--- config.mk ---
export PLATFORM = sky130hd
export DESIGN_NAME = sid_audio_i2s_tx
export DESIGN_NICKNAME = d
export VERILOG_FILES = /design/src/rtl/sid_audio_i2s_tx.sv
export SDC_FILE = /design/constraint.sdc
export NUM_CORES = 1
export LEC_CHECK = 0
export ABC_AREA = 1
export CAP_MARGIN = 10
export CELL_PAD_IN_SITES_DETAIL_PLACEMENT = 2
export CELL_PAD_IN_SITES_GLOBAL_PLACEMENT = 2
export CORE_MARGIN = 4
export CORE_UTILIZATION = 36
export DETAILED_ROUTE_END_ITERATION = 6
export DONT_BUFFER_PORTS = 1
export PLACE_DENSITY_LB_ADDON = 0.1
export SYNTH_ARGS = -nofsm -noshare
export SYNTH_HDL_FRONTEND = slang
export SYNTH_SLANG_ARGS = --single-unit
--- constraint.sdc ---
create_clock -name clk_i -period 1.9 [get_ports clk_i]
set_input_delay 0.19 -clock clk_i [delete_from_list [all_inputs] [get_ports clk_i]]
set_output_delay 0.19 -clock clk_i [all_outputs]
set_load 0.03 [all_outputs]
--- src/rtl/sid_audio_i2s_tx.sv ---
// sid_audio_i2s_tx: stereo I2S transmitter for the SID audio path.
// A one-entry pending buffer sits between the SID sample handshake and the
// I2S frame, whose timing is derived from clk via a BCK divider.
// Optional macro SID_I2S_ROUND_EN: round half-up with positive saturation
// when reducing the 24-bit samples to OUT_BITS (default: plain truncation).
module sid_audio_i2s_tx #(
    parameter int BCK_DIV  = 4,
    parameter int OUT_BITS = 24
) (
    input  logic               clk_i,
    input  logic               rst_i,
    input  logic               audio_valid_i,
    input  logic signed [23:0] audio_l_i,
    input  logic signed [23:0] audio_r_i,
    output logic               audio_ready_o,
    output logic               i2s_bck_o,
    output logic               i2s_lrck_o,
    output logic               i2s_data_o,
    output logic               underrun_o,
    output logic               overrun_o
);

    localparam int DW = (BCK_DIV > 1) ? $clog2(BCK_DIV) : 1;
    localparam logic [DW-1:0] DIV_MAX = DW'(BCK_DIV - 1);
    localparam logic [5:0] OB6 = 6'(OUT_BITS);
`ifdef SID_I2S_ROUND_EN
    localparam int RND_SH = (OUT_BITS < 24) ? (23 - OUT_BITS) : 0;
`endif

    // Reduce a 24-bit sample to the transmitted word width.
    function automatic logic [OUT_BITS-1:0] reduce(input logic [23:0] x);
`ifdef SID_I2S_ROUND_EN
        logic [24:0] s;
        if (OUT_BITS >= 24) return x[23 -: OUT_BITS];
        s = {x[23], x} + (25'd1 << RND_SH);
        // Only a positive input can overflow when adding a positive half-LSB.
        if (s[24] != s[23]) return {1'b0, {(OUT_BITS-1){1'b1}}};
        return s[23 -: OUT_BITS];
`else
        return x[23 -: OUT_BITS];
`endif
    endfunction

    logic [DW-1:0]       div_q, div_d;
    logic                bck_q, bck_d;
    logic [5:0]          n_q, n_d;
    logic                lrck_q, lrck_d;
    logic                data_q, data_d;
    logic [OUT_BITS-1:0] act_l_q, act_l_d, act_r_q, act_r_d;
    logic [23:0]         pend_l_q, pend_l_d, pend_r_q, pend_r_d;
    logic                pend_full_q, pend_full_d;
    logic                ur_q, ur_d, ov_q, ov_d;

    logic                wrap, tick, fstart, bit_sel;
    logic [5:0]          n_nx;
    logic [4:0]          k;
    logic [OUT_BITS-1:0] word, sh;

    // Next-state: BCK divider, bit index, serial data and sample buffering.
    always_comb begin
        div_d       = div_q;
        bck_d       = bck_q;
        n_d         = n_q;
        lrck_d      = lrck_q;
        data_d      = data_q;
        act_l_d     = act_l_q;
        act_r_d     = act_r_q;
        pend_l_d    = pend_l_q;
        pend_r_d    = pend_r_q;
        pend_full_d = pend_full_q;
        ur_d        = 1'b0;
        ov_d        = 1'b0;
        sh          = '0;
        bit_sel     = 1'b0;

        wrap   = (div_q == DIV_MAX);
        tick   = wrap & bck_q;              // falling BCK edge
        n_nx   = n_q + 6'd1;
        fstart = tick & (n_q == 6'd63);

        div_d = wrap ? '0 : div_q + 1'b1;
        if (wrap) bck_d = ~bck_q;

        // Slot position 0 is the one-BCK delay; MSB follows at position 1.
        word = n_nx[5] ? act_r_q : act_l_q;
        k    = n_nx[4:0];
        if (k != 5'd0 && {1'b0, k} <= OB6) begin
            sh      = word >> (OB6 - {1'b0, k});
            bit_sel = sh[0];
        end

        if (tick) begin
            n_d    = n_nx;
            lrck_d = n_nx[5];
            data_d = bit_sel;
        end

        // Position 0 transmits 0, so swapping the active words here is safe.
        if (fstart) begin
            if (pend_full_q) begin
                act_l_d     = reduce(pend_l_q);
                act_r_d     = reduce(pend_r_q);
                pend_full_d = audio_valid_i;
                if (audio_valid_i) begin
                    pend_l_d = audio_l_i;
                    pend_r_d = audio_r_i;
                end
            end else if (audio_valid_i) begin
                act_l_d = reduce(audio_l_i);
                act_r_d = reduce(audio_r_i);
            end else begin
                ur_d = 1'b1;
            end
        end else if (audio_valid_i) begin
            ov_d        = pend_full_q;
            pend_l_d    = audio_l_i;
            pend_r_d    = audio_r_i;
            pend_full_d = 1'b1;
        end
    end

    // State register with synchronous reset.
    always_ff @(posedge clk_i) begin
        if (rst_i) begin
            div_q       <= '0;
            bck_q       <= 1'b0;
            n_q         <= 6'd63;
            lrck_q      <= 1'b0;
            data_q      <= 1'b0;
            act_l_q     <= '0;
            act_r_q     <= '0;
            pend_l_q    <= '0;
            pend_r_q    <= '0;
            pend_full_q <= 1'b0;
            ur_q        <= 1'b0;
            ov_q        <= 1'b0;
        end else begin
            div_q       <= div_d;
            bck_q       <= bck_d;
            n_q         <= n_d;
            lrck_q      <= lrck_d;
            data_q      <= data_d;
            act_l_q     <= act_l_d;
            act_r_q     <= act_r_d;
            pend_l_q    <= pend_l_d;
            pend_r_q    <= pend_r_d;
            pend_full_q <= pend_full_d;
            ur_q        <= ur_d;
            ov_q        <= ov_d;
        end
    end

    assign audio_ready_o = ~pend_full_q;
    assign i2s_bck_o     = bck_q;
    assign i2s_lrck_o    = lrck_q;
    assign i2s_data_o    = data_q;
    assign underrun_o    = ur_q;
    assign overrun_o     = ov_q;

endmodule

Yosys cells after proc, flatten, opt, wreduce, memory -nomap -nowiden
Index checks and enable logic that the tools add are counted.

Register bits after elaboration: 110. Output and inout bits: 6.

$add $sub $neg: 3. Magnitude comparators: 1. Eq/ne operators: 3. Shift-type cells: 1. Multiplexer cells: 16. Bitwise logic cells: 6. Reductions and logical operators: 8.

Operators with widths (number): 2-to-1 mux 24 bit (11); >> shifter 24 x 6 -> 1 bit (1); adder 6 x 1 -> 6 bit (second input constant) (1); == test 6 bit (second input constant) (1); OR reduction 3 bit (2); subtractor 5 x 5 -> 6 bit (first input constant) (1); less-or-equal comparator 5 bit (second input constant) (1); 2-to-1 mux 1 bit (5); nonzero test 5 bit (1); NOT 1 bit (4); nonzero test 2 bit (2); adder 2 x 1 -> 2 bit (second input constant) (1); AND 1 bit (2); == test 2 bit (second input constant) (1); != test 2 bit (second input constant) (1); AND reduction 2 bit (1); OR reduction 2 bit (1); logical AND 1 bit (1).

Longest topological paths before layout
Depth after elaboration: 5. Gate-level depth with buffers: 16.

Least setup slack after synthesis
Ideal clock, no wire load.

Path kind: reg-to-reg. Start point: register bck_q, in the netlist i2s_bck_o. End point: register pend_r_q[21]. Setup time: 0.119 ns. Data arrival time: 1.661 ns. Data required time: 1.781 ns. Path slack: 0.120 ns. Stages on the path, launching flop included: 10. Path buffers: 2. Clock period less this slack: 1.780 ns. Cell sequence: dfxtp_1 > nand2_1 > nor3_4 > nand2_1 > nand2_2 > inv_2 > buf_2 > buf_6 > o21ai_0 > a21oi_1.

Longest elaborated chain between the ends: 3. Elaborated cells on any way between the ends: 4.

RTL lines: start: declaration (RTL line 45) `logic bck_q, bck_d;`; start signal: assignment (RTL line 139) `bck_q <= bck_d;`; AND 1 bit * (RTL line 77) `tick = wrap & bck_q;`; AND 1 bit * (RTL line 79) `fstart = tick & (n_q == 6'd63);`; != test 2 bit (no source line) or 2-to-1 mux 24 bit (tied branches); end signal: assignment (RTL line 146) `pend_r_q <= pend_r_d;`; end: declaration (RTL line 50) `logic [23:0] pend_l_q, pend_l_d, pend_r_q, pend_r_d;`.

Every way passes the cells marked *; elsewhere a longest branch is shown, timed or not. A chain may end at the register's enable or synchronous reset.

Worst setup path after layout
Start point: register n_q[1]. End point: register data_q, in the netlist i2s_data_o.

Longest elaborated chain between the ends: 4. Elaborated cells on any way between the ends: 8.

RTL lines: start: declaration (RTL line 46) `logic [5:0] n_q, n_d;`; start signal: assignment (RTL line 140) `n_q <= n_d;`; adder 6 x 1 -> 6 bit * (RTL line 78) `n_nx = n_q + 6'd1;`; subtractor 5 x 5 -> 6 bit, or another cell as far along (RTL line 88) `sh = word >> (OB6 - {1'b0, k});`; >> shifter 24 x 6 -> 1 bit or logical AND 1 bit (tied branches) (RTL line 88, 87); 2-to-1 mux 1 bit * (RTL line 87) `if (k != 5'd0 && {1'b0, k} <= OB6) begin`; end signal: assignment (RTL line 142) `data_q <= data_d;`; end: declaration (RTL line 48) `logic data_q, data_d;`.

Marked as above.

==> results.txt <==
Overflow after GRT - 0
Total iterations of the first detailed-routing run - 4
Clk_lat worst skew - 0.38 ns
Placement row count - 43
Initial DRC count - 375
Initial antenna violation count - 0
Sequential-to-total area share from yosys stat - 0.432
Share of cells above drive strength 1 - 0.238
Synthesized flop and latch total - 110
CP Capture Type - register
Reg-to-Reg End - i2s_data_o
DR vias/cell - 5.69
Netlist cell types - 36
Top Ports - 57
Setup crit end - i2s_data_o
Vias - 5397
Multi-input logic area - 2900 um2
Lkg Pwr - 2.79 nW
Fillers - 1522
First-pass GRT wire length - 29000 um
Final Hold Viols - 40
Tmin final - 2.19 ns
Hold Slack - -0.119 ns
IO buf count - 0
R2r startpoint - n_q[1]
Worst R2R Path Depth - 13
Total of max-cap violations - 0
Worst-Margin Slew - 0.417 ns
Hpwl dp - 11400 um
Max-slew violation count - 0
Syn_area_per_cell - 7.15 um2
R2r setup slk - -0.29 ns
Routed wire length - 25500 um
Initial Util - 0.367
Worst-path fanout max - 4
Slew margin rel. - 0.721
Post-synthesis cell area - 5100 um2
Die Span X - 127 um
Number of global-route vias before repair - 5439
CTS root buf - clkbuf_16
Status - finished, violations left
Crit Path Class - register to register
WL/cell - 26.9 um
All-Layer GR Usage - 0.227
Peak supply drop - 0.651 mV
CTS buffer count - 9
Pwr Total - 5.12 mW
Yosys top cell area share - 0.432
Register area - 2220 um2
Core ar. - 13900 um2
Gpl congestion - 0.871
H-Tree Depth - 3
Highest clock rate - 456 MHz
Antenna diode count - 0
Final Net Count - 819
Violated checks - negative hold slack, negative setup slack
CTS max path bufs - 2
Die area - 16100 um2
Crit path DAT - 2.50 ns
Final ANT Viol Nets - 0
Synth area leaders - dfxtp_1 (43%), nand2_1 (9.7%), a211oi_1 (8.2%)
Syn nets - 767
RSZ-0062 raised after global routing - true
Largest net degree at the start of global routing - 75
Worst Setup Start Kind - register
Fin cells - 948
DR DRC count - 0
Warnings from Yosys - 0
Post-layout util - 0.501
Required @ worst endpoint - 2.20 ns
Chip height - 127 um
Synth-to-layout area growth - 36.6%
Final worst setup slack - -0.293 ns
Min-Delay Path Class - input pin to register
Final period util - 1.15
Cts hold-fix bufs - 31
Cells after Synth - 713
Synth area leader - dfxtp_1
Skew final - 0.0224 ns
Clock transition at path regs - 0.09 ns
TritonCTS Sinks - 110
CP startpoint - n_q[1]
Setup violators final - 28
PD cells - 736 nW/um2
Placed Instances - 876
CTS tree - done
## registers in the layout, summed over array words and instances (netlist names)
name and cells:
i2s_lrck_o 1, underrun_o 1, i2s_bck_o 1, n_q 6, overrun_o 1, pend_full_q 1, i2s_data_o 1, act_l_q 24
pend_r_q 24, pend_l_q 24, act_r_q 24, div_q 2
## layout make-up
cell class | count | share of cell area
clock buffers | 11 | 0.0334
multi-input cells | 468 | 0.417
well taps | 180 | 0.0324
repair buffers | 85 | 0.142
clock inverters | 3 | 0.00683
flip-flops and latches | 110 | 0.319
inverters | 91 | 0.0505
## cells by family (layout without fill, tap and decap cells)
kind of cell             count (synthesis)  count (layout)  synth area share
buffers and inverters                  140             190             0.113
adder cells (fa/ha/maj)                  3               3           0.00737
AND/OR/NAND/NOR                        253             257             0.210
XOR/XNOR                                 3               3           0.00516
AO/OA/AOI/OAI                          204             205             0.232
flip-flops                             110             110             0.432
## cells in the mapped netlist
cell type / count
nor4_1: 1
dfxtp_1: 110
nor3_4: 1
nand2_1: 132
clkinv_1: 1
o21ai_0: 77
buf_6: 3
a21oi_2: 1
clkbuf_1: 29
nand3_4: 1
o21bai_2: 1
o211ai_1: 3
buf_4: 1
inv_4: 1
nor2_8: 1
o21ai_1: 4
inv_1: 86
a211oi_1: 56
o21ai_2: 1
nand2_4: 3
buf_8: 1
inv_2: 3
nand3_1: 20
nor2_2: 1
nor3b_1: 1
nand2_2: 5
xor2_1: 1
nor3_1: 1
ha_1: 3
buf_1: 6
nor2_1: 84
buf_2: 9
nand4_1: 1
a21oi_1: 61
nand3_2: 1
xnor2_1: 2
## power by group
group	leakage [nW]	switching (mW)	internal, mW
Clock	0.136	1.00	1.02
Sequential	0.899	0.0803	2.39
Combinational	1.76	0.402	0.230
Total	2.79	1.49	3.64
## metal layers
metal / up-vias / track usage / part of all wire
met4: 0 / 0.0656 / 0.061
li1: 2420 / - / -
met2: 172 / 0.407 / 0.49
met1: 2710 / 0.279 / 0.40
met3: 95 / 0.0372 / 0.047
met5: - / 0 / 0
## repair_timing
| item | in CTS | in global routing |
|---|---|---|
| setup endpoints to repair | 72 | 93 |
| gates resized for setup | 39 | 133 |
| pin swaps | 1 | 16 |
| hold endpoints to repair | 63 | 32 |
| buffers inserted | 0 | 11 |
| gates cloned | 3 | 13 |
## per-stage QoR
step | setup slack (ns) | TNS (ns) | instance area (um2)
3_3_place_gp | -0.0560 | -0.0785 | 5400
3_5_place_dp | -0.151 | -0.508 | 5400
6_report | -0.293 | -1.49 | 6960
5_1_grt | -0.405 | -7.08 | 6960
2_1_floorplan | 0.120 | 0 | 5100
4_1_cts | -0.0849 | -0.0849 | 6220
## placed cells by master (no fill, tap or decap), types with 15 or more instances in the layout
cell type      count
buf_4             31
clkbuf_16         15
a211oi_2          36
inv_1             86
dfxtp_1          104
o21ai_1           31
nor2_1            78
nand3_1           15
dlygate4sd3_1     31
a21oi_1           55
nand2_1          124
o21ai_0           39
## critical path: stages, from the launching register on
cell,delay [ns]
dfxtp_2,0.38
buf_4,0.15
nand4_1,0.26
nand2_4,0.24
nand2_2,0.13
o21ai_1,0.24
nand2_1,0.13
nand2_1,0.11
nand2_1,0.07
nand2_1,0.08
nand3_1,0.08
nand2_1,0.07
nand2_1,0.07
a21oi_2,0.12
## worst min path at each step
| stage | start | cells after the start | slack [ns] | end |
|---|---|---|---|---|
| 6_report | rst_i | 1 | -0.12 | act_r_q[2] |
| 3_5_place_dp | rst_i | 1 | 0.26 | i2s_data_o |
| 2_1_floorplan | audio_valid_i | 1 | 0.27 | underrun_o |
| 4_1_cts | rst_i | 1 | -0.12 | i2s_data_o |
| 3_3_place_gp | rst_i | 1 | 0.26 | i2s_data_o |
| 5_1_grt | rst_i | 1 | -0.14 | act_r_q[11] |
Power figures use the tool's default switching activity.
